`config.mk`:
```
export PLATFORM = sky130hd
export DESIGN_NAME = udp_tx_framer
export DESIGN_NICKNAME = d
export VERILOG_FILES = /design/src/rtl/udp_tx_framer_pkg.sv /design/src/rtl/udp_tx_framer.sv
export SDC_FILE = /design/constraint.sdc
export NUM_CORES = 1
export LEC_CHECK = 0
export ABC_AREA = 1
export BUFFER_PORTS_ARGS = -buffer_cell sky130_fd_sc_hd__buf_2
export CORE_ASPECT_RATIO = 1.4
export CORE_MARGIN = 5
export CORE_UTILIZATION = 45
export DETAILED_ROUTE_END_ITERATION = 16
export PLACE_DENSITY_LB_ADDON = 0.25
export SKIP_CTS_REPAIR_TIMING = 1
export SLEW_MARGIN = 40
export SYNTH_ARGS = -nofsm -noshare
export SYNTH_HDL_FRONTEND = slang
export SYNTH_SLANG_ARGS = --single-unit
```
`constraint.sdc`:
```
create_clock -name clk -period 1.8 [get_ports clk]
set_input_delay 0.09 -clock clk [delete_from_list [all_inputs] [get_ports clk]]
set_output_delay 0.09 -clock clk [all_outputs]
set_load 0.05 [all_outputs]
```
`src/rtl/udp_tx_framer_pkg.sv`:
```
// -----------------------------------------------------------------------------
// udp_tx_framer_pkg
//
// Purpose : Shared helper for the UDP TX framer. Holds the MSB-first byte
//           selector used for both payload words and the trailer word.
// Contents: msb_byte(word, idx) -> byte idx of word, idx 0 = bits [31:24].
// -----------------------------------------------------------------------------
package udp_tx_framer_pkg;

    function automatic logic [7:0] msb_byte(input logic [31:0] word,
                                            input logic [1:0]  idx);
        logic [7:0] result;
        case (idx)
            2'd0:    result = word[31:24];
            2'd1:    result = word[23:16];
            2'd2:    result = word[15:8];
            default: result = word[7:0];
        endcase
        return result;
    endfunction

endpackage

```
`src/rtl/udp_tx_framer.sv`:
```
// -----------------------------------------------------------------------------
// udp_tx_framer
//
// Purpose : Packs 32-bit sample words into byte-wide AXI-stream UDP payload
//           frames. Each frame carries up to WORDS_PER_FRAME words (MSB byte
//           first) followed by a 4-byte trailer {seq[15:0], word_cnt[15:0]}.
//           tlast marks the final trailer byte. flush closes a partially
//           filled frame early; a flush with no frame open is ignored.
//
// Parameters:
//   WORDS_PER_FRAME  maximum payload words per frame (1..65535)
//
// Ports:
//   clk, rst          clock, synchronous active-high reset
//   s_word_tdata      input sample word
//   s_word_tvalid     input word valid
//   s_word_tready     input word accepted (combinational on flush only)
//   flush             close the open frame (level or pulse)
//   m_axis_tdata      payload/trailer byte
//   m_axis_tvalid     output byte valid
//   m_axis_tready     downstream ready
//   m_axis_tlast      last trailer byte
//   m_axis_tuser      tied 0
//   frame_seq         sequence number of the next frame to be sent
//   busy              a frame is open
// -----------------------------------------------------------------------------
module udp_tx_framer
    import udp_tx_framer_pkg::*;
#(
    parameter int unsigned WORDS_PER_FRAME = 64
) (
    input  logic        clk,
    input  logic        rst,
    input  logic [31:0] s_word_tdata,
    input  logic        s_word_tvalid,
    output logic        s_word_tready,
    input  logic        flush,
    output logic [7:0]  m_axis_tdata,
    output logic        m_axis_tvalid,
    input  logic        m_axis_tready,
    output logic        m_axis_tlast,
    output logic        m_axis_tuser,
    output logic [15:0] frame_seq,
    output logic        busy
);

    localparam logic [1:0] ST_IDLE    = 2'd0;
    localparam logic [1:0] ST_PAYLOAD = 2'd1;
    localparam logic [1:0] ST_WAIT    = 2'd2;
    localparam logic [1:0] ST_TRAILER = 2'd3;

    localparam int unsigned TRAILER_BYTES = 4;
    localparam logic [1:0]  LAST_BYTE     = 2'(TRAILER_BYTES - 1);
    localparam logic [15:0] MAX_WORDS     = 16'(WORDS_PER_FRAME);

    logic [1:0]  state_q,      state_d;
    logic [31:0] word_q,       word_d;
    logic [1:0]  byte_idx_q,   byte_idx_d;
    logic [15:0] word_cnt_q,   word_cnt_d;
    logic [15:0] seq_q,        seq_d;
    logic        flush_pend_q, flush_pend_d;

    logic word_hs;
    logic out_hs;

    // Output decode uses registers only; flush -> s_word_tready is the single
    // combinational input-to-output path.
    assign s_word_tready = ((state_q == ST_IDLE) || (state_q == ST_WAIT))
                           && !flush_pend_q && !flush;
    assign m_axis_tvalid = (state_q == ST_PAYLOAD) || (state_q == ST_TRAILER);
    assign m_axis_tlast  = (state_q == ST_TRAILER) && (byte_idx_q == LAST_BYTE);
    assign m_axis_tuser  = 1'b0;
    assign frame_seq     = seq_q;
    assign busy          = (state_q != ST_IDLE);

    always_comb begin
        case (state_q)
            ST_PAYLOAD: m_axis_tdata = msb_byte(word_q, byte_idx_q);
            ST_TRAILER: m_axis_tdata = msb_byte({seq_q, word_cnt_q}, byte_idx_q);
            default:    m_axis_tdata = 8'h00;
        endcase
    end

    assign word_hs = s_word_tvalid && s_word_tready;
    assign out_hs  = m_axis_tvalid && m_axis_tready;

    always_comb begin
        // NOTE: every next-state signal gets its hold value first, so paths
        // that do not assign it cannot infer a latch.
        state_d      = state_q;
        word_d       = word_q;
        byte_idx_d   = byte_idx_q;
        word_cnt_d   = word_cnt_q;
        seq_d        = seq_q;
        flush_pend_d = flush_pend_q;

        case (state_q)
            ST_IDLE: begin
                // A flush here is dropped on purpose: empty frames are never sent.
                if (word_hs) begin
                    word_d     = s_word_tdata;
                    word_cnt_d = 16'd1;
                    byte_idx_d = 2'd0;
                    state_d    = ST_PAYLOAD;
                end
            end

            ST_PAYLOAD: begin
                if (flush) begin
                    flush_pend_d = 1'b1;
                end
                if (out_hs) begin
                    byte_idx_d = byte_idx_q + 2'd1;
                    if (byte_idx_q == LAST_BYTE) begin
                        if ((word_cnt_q == MAX_WORDS) || flush_pend_q) begin
                            state_d      = ST_TRAILER;
                            byte_idx_d   = 2'd0;
                            // Entering the trailer consumes any pending flush,
                            // including one raised on this very cycle.
                            flush_pend_d = 1'b0;
                        end else begin
                            state_d = ST_WAIT;
                        end
                    end
                end
            end

            ST_WAIT: begin
                // Flush has priority over a simultaneous word; s_word_tready is
                // already low in that case so the word stays with the source.
                if (flush || flush_pend_q) begin
                    state_d      = ST_TRAILER;
                    byte_idx_d   = 2'd0;
                    flush_pend_d = 1'b0;
                end else if (word_hs) begin
                    word_d     = s_word_tdata;
                    word_cnt_d = word_cnt_q + 16'd1;
                    byte_idx_d = 2'd0;
                    state_d    = ST_PAYLOAD;
                end
            end

            default: begin // ST_TRAILER
                if (flush) begin
                    flush_pend_d = 1'b1;
                end
                if (out_hs) begin
                    byte_idx_d = byte_idx_q + 2'd1;
                    if (byte_idx_q == LAST_BYTE) begin
                        seq_d        = seq_q + 16'd1;
                        word_cnt_d   = 16'd0;
                        state_d      = ST_IDLE;
                        // No frame is open any more, so a flush seen during
                        // the trailer has nothing left to close.
                        flush_pend_d = 1'b0;
                    end
                end
            end
        endcase
    end

    // NOTE: reset is synchronous, so it sits inside the clocked branch and is
    // not in the sensitivity list.
    always_ff @(posedge clk) begin
        if (rst) begin
            state_q      <= ST_IDLE;
            word_q       <= 32'd0;
            byte_idx_q   <= 2'd0;
            word_cnt_q   <= 16'd0;
            seq_q        <= 16'd0;
            flush_pend_q <= 1'b0;
        end else begin
            // NOTE: non-blocking assignments so every register samples the
            // values computed from the previous state, independent of order.
            state_q      <= state_d;
            word_q       <= word_d;
            byte_idx_q   <= byte_idx_d;
            word_cnt_q   <= word_cnt_d;
            seq_q        <= seq_d;
            flush_pend_q <= flush_pend_d;
        end
    end

endmodule

```
==> run metrics <==
Critical Path, Cell by Cell=inv_2 > ha_4 > buf_12 > a21oi_1 > nand3_1 > o211ai_1 > o21ai_2 > buf_4; Worst path max stage delay=~0.39 ns; die height=roughly 120 um; Die W=~89 um; layout cell share with drive strength beyond 1=0.256; vias per cell=between 5 and 6; syn nets=about 660; Sw Share=0.338; latest clock arrival within the worst-skew pair=about 0.33 ns; Int Pwr=between 3000 and 4000 uW; Max VDD drop=0.792 mV; drt wl/cell=approximately 16 um; Vias=4509; diode count=0; critical path fanouts, max=8; Finished Layout Cells=811; slowest stage cell on the critical path=dfxtp_4; CTS max path bufs=2; crit path kind=register to output pin; CP startpoint kind=register; synth-to-layout area growth=34.6%; CTS Buf Count=9; WP data arrival=~1.8 ns; Synth area leaders=dfxtp_1 35%, nand2_1 15%, a21oi_1 9.5%; DR pass1 iterations=5; vias in the first global route=4218; Async SR Flop Fraction=0; f_max=roughly 0.53 GHz; outcome=finished with violations; Net Sw Power=about 1900 uW; post-route setup slack=-0.0908 ns; synth unique cells=30; PortBufs=64; initial antenna violation count=0; Hold Vio Cnt, Final=0; pin count of the biggest net entering global routing=between 40 and 50; Commonest cells post-synth=161 x nand2_1, 75 x a21oi_1, 69 x dfxtp_1; hold slack=between 0.015 and 0.02 ns; Hold Path Class=primary input to register; Tcrit/Tclk final=1.05; Setup violations, final=9; Yosys Warn Count=0; FF-to-FF setup slack=-0.05 ns; row count=40; post-synth top area share=0.349; Critical path buffers and inverters=3; Pleak=around 0.0021 uW; Cells after DPL=a little under 800; TritonCTS clock tree=done; Tot GR Track Use=0.228; filler instances=~780; cell taking the most area after synthesis=dfxtp_1; CTS Sinks=a little under 70; Syn Area/Cell=around 6.5 um2; Initial Util=0.460; Logic pwr share=0.322; final routed DRC violation total=0; DR iter-0 viols=approximately 500; dpl ws=-0.0348 ns; failing checks=negative setup slack; Post-synth EDFFs=0; GPL Wtd Cong=approximately 0.93; CTS root buffer=clkbuf_16; Routed Antenna Nets=0; register area share after synthesis=0.349; Flop pwr share=0.326; Data required, critical path=~1.7 ns; clock-pin slew on the worst setup and hold paths=about 0.06 ns; Post-Syn Instances=609; nets=750; Critical Path Sink Type=output pin; # IOs=66; pwr dens=1050 mW/mm2; Mapped Area=0.00396 mm2; ys flop type=dfxtp_1; most frequent cell after synthesis=nand2_1; Clk pwr share=0.351; worst clock skew=0.00742 ns; Core ar.=approximately 0.0086 mm2; hpwl dp=around 8900 um; full die area=roughly 0.011 mm2; #FFs+latches synth=between 60 and 70; first-pass GRT wire length=approximately 19000 um; RSZ-0062 raised after global routing=yes; H-tree Lvls=3; Tmin final=1.89 ns; CP top delay family=buffers and inverters; WL final=approximately 13000 um; total gr overflow=0; Slew Limit Fails=0; Max-cap violations=0
-- logic make-up (layout without fill, tap and decap cells) --
logic type                 Yosys count  after routing  synth area share
DFF                                 69             69             0.349
other                                1              1          0.000948
xor gates and xnor gates             5              5            0.0111
adders and majority gates           12             12            0.0379
and+or+nand+nor                    309            311             0.335
buffers and inverters               82            177            0.0867
AOI/OAI and AO/OA                  131            131             0.180
-- cell type report --
| type | instances | area, um2 | area share |
|---|---|---|---|
| Inverter | 54 | 233 | 0.0437 |
| Clock buffer | 13 | 260 | 0.0489 |
| Multi-Input combinational cell | 460 | 2450 | 0.460 |
| Tap cell | 105 | 131 | 0.0247 |
| Clock inverter | 3 | 67.6 | 0.0127 |
| Sequential cell | 69 | 1390 | 0.262 |
| Timing Repair inverter | 2 | 15.0 | 0.00282 |
| Timing Repair Buffer | 105 | 773 | 0.145 |
-- state kept, by name (all words and copies together) (netlist names) --
name / flops
state_q: 2
byte_idx_q: 2
frame_seq: 16
flush_pend_q: 1
word_q: 32
word_cnt_q: 16
-- layer usage --
metal,share of wire,track usage,vias up
met3,0.059,0.0455,46
li1,-,-,2207
met1,0.39,0.261,2067
met5,0,0,-
met2,0.51,0.393,189
met4,0.042,0.113,0
-- power groups by stage --
stage | clock network (uW) | registers, uW | logic [uW]
after CTS | 1980 | 1800 | 1340
after detailed placement | 0 | 1830 | 1330
after global routing | 2040 | 1840 | 1940
final | 1960 | 1820 | 1800
after floorplan | 0 | 1800 | 943
after global placement | 0 | 1830 | 1310
-- layout by cell type, fill, tap and decap left out, types with 9 or more instances in the layout --
cell       count
buf_2         55
inv_1         41
a21oi_1       70
dfxtp_1       65
o211ai_1      13
clkbuf_16     11
o21ai_0       21
nand3_1       54
nor2_1        63
nand2_1      159
buf_4         34
o21ai_1        9
buf_6         10
-- path summary, 6_finish.rpt --
| check | start | depth (start not counted) | end |
|---|---|---|---|
| max reg2reg | byte_idx_q[1] | 11 | word_cnt_q[5] |
| max | byte_idx_q[0] | 8 | m_axis_tdata[0] |
| min reg2reg | word_q[16] | 2 | word_q[16] |
| min | s_word_tdata[20] | 3 | word_q[20] |
-- through the flow --
stage               instance area (um2)  setup TNS [ns]  total power (uW)  utilization
floorplan                          3990               0              2740            -
global placement                   4520               0              3130        0.525
detailed placement                 4520         -0.0348              3160        0.525
CTS                                4850           -2.57              5110        0.564
global route                       5330           -2.08              5820        0.619
finish                             5330          -0.443              5580        0.619
-- worst reg2reg max path, delay by kind of cell (launching register included) --
family	cells	cell delay, ns
flops	1	0.39
simple gates	4	0.47
fa+ha+maj	1	0.21
compound gates	1	0.05
buf+inv	5	0.59
Power figures use the tool's default switching activity.
